File: src/rtl/fetch_ctrl.sv
// Instruction-fetch sequencer: owns the PC and the imem chip enable, redirects on
// branches/exceptions and holds the fetch address steady across memory wait states.
module fetch_ctrl #(
  parameter logic [31:0] RESET_VECTOR = 32'h0000_0000
) (
  input  logic        clk,
  input  logic        rst,
  input  logic        stallreq_id,
  input  logic        stallreq_ex,
  input  logic        branch_flag,
  input  logic [31:0] branch_target,
  input  logic        exc_flag,
  input  logic [31:0] exc_new_pc,
  input  logic        imem_ack,
  output logic [31:0] pc,
  output logic        ce,
  output logic        inst_valid,
  output logic [5:0]  stall,
  output logic        flush
);

  localparam logic [1:0] S_IDLE  = 2'd0;
  localparam logic [1:0] S_FETCH = 2'd1;
  localparam logic [1:0] S_REDIR = 2'd2;

  localparam logic [5:0] STALL_NONE = 6'b000000;
  localparam logic [5:0] STALL_IF   = 6'b000011;
  localparam logic [5:0] STALL_ID   = 6'b000111;
  localparam logic [5:0] STALL_EX   = 6'b001111;

  logic [1:0]  state_q, state_d;
  logic [31:0] pc_q, pc_d;
  logic        ce_q, ce_d;
  logic [31:0] pend_pc_q, pend_pc_d;
  logic        br_take;

  function automatic logic [31:0] word_align(input logic [31:0] a);
    return {a[31:2], 2'b00};
  endfunction

  assign br_take = branch_flag & ~stallreq_id & ~stallreq_ex;

  always_comb begin
    state_d    = state_q;
    pc_d       = pc_q;
    ce_d       = ce_q;
    pend_pc_d  = pend_pc_q;
    stall      = STALL_IF;
    flush      = 1'b0;
    inst_valid = 1'b0;
    case (state_q)
      S_IDLE: begin
        state_d = S_FETCH;
        ce_d    = 1'b1;
      end
      S_FETCH: begin
        if (exc_flag) begin
          flush = 1'b1;
          stall = STALL_NONE;
          if (imem_ack) begin
            pc_d = word_align(exc_new_pc);
          end else begin
            pend_pc_d = word_align(exc_new_pc);
            state_d   = S_REDIR;
          end
        end else if (br_take) begin
          // No delay slot: the word returned this cycle is discarded.
          if (imem_ack) begin
            stall = STALL_NONE;
            pc_d  = word_align(branch_target);
          end else begin
            pend_pc_d = word_align(branch_target);
            state_d   = S_REDIR;
          end
        end else if (stallreq_ex) begin
          stall = STALL_EX;
        end else if (stallreq_id) begin
          stall = STALL_ID;
        end else if (imem_ack) begin
          stall      = STALL_NONE;
          inst_valid = 1'b1;
          pc_d       = pc_q + 32'd4;
        end
      end
      S_REDIR: begin
        // The old request is still in flight; the redirect lands once it completes.
        if (exc_flag) begin
          flush = 1'b1;
          if (imem_ack) begin
            pc_d    = word_align(exc_new_pc);
            state_d = S_FETCH;
          end else begin
            pend_pc_d = word_align(exc_new_pc);
          end
        end else if (imem_ack) begin
          pc_d    = pend_pc_q;
          state_d = S_FETCH;
        end
      end
      default: begin
        state_d = S_IDLE;
        ce_d    = 1'b0;
      end
    endcase
  end

  always_ff @(posedge clk or posedge rst) begin
    if (rst) begin
      state_q   <= S_IDLE;
      pc_q      <= RESET_VECTOR;
      ce_q      <= 1'b0;
      pend_pc_q <= '0;
    end else begin
      state_q   <= state_d;
      pc_q      <= pc_d;
      ce_q      <= ce_d;
      pend_pc_q <= pend_pc_d;
    end
  end

  assign pc = pc_q;
  assign ce = ce_q;

endmodule

File: config.mk
export PLATFORM = sky130hd
export DESIGN_NAME = fetch_ctrl
export DESIGN_NICKNAME = d
export VERILOG_FILES = /design/src/rtl/fetch_ctrl.sv
export SDC_FILE = /design/constraint.sdc
export NUM_CORES = 1
export LEC_CHECK = 0
export CAP_MARGIN = 25
export CORE_MARGIN = 1
export CORE_UTILIZATION = 53
export DETAILED_ROUTE_END_ITERATION = 10
export GPL_ROUTABILITY_DRIVEN = 0
export PLACE_DENSITY = 0.92
export SETUP_SLACK_MARGIN = 0.5
export SYNTH_ARGS = -nofsm -noshare
export SYNTH_HDL_FRONTEND = slang
export SYNTH_SLANG_ARGS = --single-unit
File: constraint.sdc
create_clock -name clk -period 3.34 [get_ports clk]
set_input_delay 0.334 -clock clk [delete_from_list [all_inputs] [get_ports clk]]
set_output_delay 0.334 -clock clk [all_outputs]
set_load 0.02 [all_outputs]
==> reports/metrics.cfg <==
[pwr]
peakVddDrop_v = 0.000448
power.density_nw_per_um2 = 895
total_leakage_power_nw = 2.14

[clock_tree]
cts_resized = 0
numCtsBuffers = 9
cts.sinks = 67
cts_setup_buffers = 0
cts_tree = built
clkLatencyLatePin_ns = 0.35
cts_buffer_depth = 2
cts_max_level = 3
cts_root_buf = clkbuf_8
postCtsHoldBufs = 0
clk_pin_slew_ns = 0.07

[detailed_routing]
drtIter0Drc = 760
vias_per_cell = 6.96
ant_nets = 0
vias = 4952
drc = 0
wl_per_cell_um = 20.3
drt_wl_total_um = 14400
first_pass_iters = 9

[worst_setup_path]
arrival_ns = 2.29
crit_path_start_kind = register
crit_family = buffers and inverters
critPathCaptureType = output port
slowest_stage = clkdlybuf4s50_1
cp_num_buf_inv = 2
ff2ff_setup_slack_ns = 0.76
r2r_cells = 7
r2r_end = pc[4]$_DFFE_PP0P_
crit_type = reg2out
critPathRequiredTime_ns = 3.01
rr_startpoint = state_q[0]$_DFFE_PP0P_
cpPeakStageDelay_ns = 0.64
worstPathMaxFanout = 7
path_cells = inv_1, ha_1, nand2b_1, nor3b_1, clkdlybuf4s50_1

[final_layout]
fin_area_sq_um = 5680
diodes = 0
layout-drive-gt1-share_pct = 8.52
nets = 681
areaGrowthSynthToFinish_pct = 31.7

[yosys]
seq_area_frac_synth_pct = 38.9
synth_top_area_share_pct = 38.9
synth_top_family_by_area = compound AO/OA/AOI/OAI gates
synthAdderAreaFrac_pct = 1.45
synth_compound_area_share_pct = 31.0
synth_xor_area_share_pct = 0.610
yosysTopAreaCell = dfrtp_1
synth_edf_count = 0
synth.area.top_cells = dfrtp_1 39%, nor2_1 5.7%, a21oi_1 5.2%
ys_async_sr_fraction_pct = 100
yosysWarnings = 0
ys_seq_elements = 67
synthMuxAreaShare_pct = 3.37
synth_cell_types = 60
synth_ff_type = dfrtp_1
synthCells = 515
yosysMostFrequentCell = dfrtp_1
synth-simple-area-share_pct = 19.5
syn-cell-area_sq_um = 4310
avgSynthCellArea_sq_um = 8.37
synth.top_cells.by_count = 67 x dfrtp_1, 65 x nor2_1, 45 x a21oi_1

[hold_path]
min_path_cells = 2
min_delay_worst_endpoint = pc[21]$_DFFE_PP0P_
hold_start = pend_pc_q[21]$_DFFE_PP0P_
min_path_type = reg2reg

[sta]
min_period_ns = 2.62
fin_crit_sh_pct = 78.5
clock_skew_ns = 0.00744
hold_viol = 0
tightest_slew_ns = 0.923
max-slew-margin-rel_pct = 38.5
rsz0062_at_grt = false
setup_viol = 0
fmax_mhz = 381
timing.final.max_slew_violations = 0
setup_tns_ns = 0

[die]
die_width_um = 92.2
ioPinCount = 112
core_area_sq_um = 7810
die_h_um = 92.2
start_util_pct = 55.2
dieArea_sq_um = 8500
rows = 32

[grt]
grt_first_pass_wirelength_um = 22900
grt_max_degree = 68
grt_pass1_vias = 4760
groute.usage.overall_pct = 34.3
antenna_found_initial = 0
overflow = 0

[run]
max_cap_viol_count = 0

[place]
numPortBuffers = 105
dpl_cell_area_sq_um = 5470
post-dp-hpwl_um = 9580

[status]
status = completed

[how the worst max path moves through the flow]
stage               cells past startpoint            endpoint                   start  slack (ns)
floorplan                               6  pc[26]$_DFFE_PP0P_       pc[2]$_DFFE_PP0P_        1.22
global placement                        6   pc[4]$_DFFE_PP0P_                exc_flag        0.78
detailed placement                      6   pc[4]$_DFFE_PP0P_                exc_flag        0.64
CTS                                     5          inst_valid  state_q[1]$_DFFE_PP0P_        0.71
global route                            5          inst_valid  state_q[1]$_DFFE_PP0P_        0.55
finish                                  5          inst_valid  state_q[1]$_DFFE_PP0P_        0.72
[registers in the layout, indices dropped and copies added (netlist names)]
name	flops
ce	1
pc	32
pend_pc_q	32
state_q	2
[metrics by stage]
stage	setup slack, ns	hold slack, ns	cells	util, %	power (mW)
6_report	0.718	0.501	712	72.7	5.08
4_1_cts	0.711	0.496	712	72.7	5.01
2_1_floorplan	1.22	0.463	516	-	3.21
5_1_grt	0.550	0.518	712	72.7	5.34
3_5_place_dp	0.644	0.479	696	70.0	4.26
3_3_place_gp	0.778	0.475	696	70.0	4.12
[layout by cell type, fill, tap and decap left out, drive strengths merged, types with 3 or more instances in the layout]
master         netlist  layout
mux2                 4       4
a31oi                7       7
o31a                 3       3
o221ai               5       5
nand2               41      41
o2111ai              5       5
a21oi               45      45
o211ai               9       9
xnor2                3       3
nand4               12      12
o22ai               30      30
buf                  9      19
a222oi              19      19
ha                   5       5
a22o                 4       4
dfrtp               67      67
o311ai               3       3
a22oi                4       4
mux2i               10      10
nand3               10      10
nor2                65      65
o21ai               34      34
clkdlybuf4s50        0     105
clkbuf              37      10
nor4                12      12
clkinv               0       4
nand2b               3       3
o21a                 4       4
or2                  4       4
o31ai                4       4
o211a                4       4
o32a                 3       3
nor2b                5       5
inv                  9       9
nor3                 9       9
and4                 3       3
[final cells by class]
cell class | instances | area (sq um)
Multi-Input combinational cell | 394 | 2440
Fill cell | 555 | 2130
Sequential cell | 67 | 1680
Timing Repair Buffer | 124 | 1190
Clock buffer | 10 | 128
Tap cell | 102 | 128
Clock inverter | 6 | 80.1
Inverter | 9 | 33.8
[worst min-delay path: stages, from the launching register on]
cell	delay (ns)
dfrtp_1	0.34
nand2_1	0.05
nand3_1	0.07
[cell families after synthesis]
group           Yosys count
compound gates          196
xor+xnor                  3
fa+ha+maj                 5
buf+inv                  55
flops                    67
mux                      14
other cells               1
simple gates            174
[metal layers]
| metal | vias to the layer above | track usage (%) | routed length (um) |
|---|---|---|---|
| met2 | 410 | 57.2 | 7130 |
| li1 | 2160 | - | - |
| met5 | - | 0 | 0 |
| met1 | 2320 | 42.5 | 5280 |
| met4 | 0 | 17.2 | 461 |
| met3 | 62 | 6.47 | 1560 |
[power by group]
part / total [mW] / switching (mW) / internal [mW]
logic: 2.70 / 1.51 / 1.19
clock network: 0.737 / 0.322 / 0.416
registers: 1.64 / 0.454 / 1.19
(Power assumes the default switching activity.)
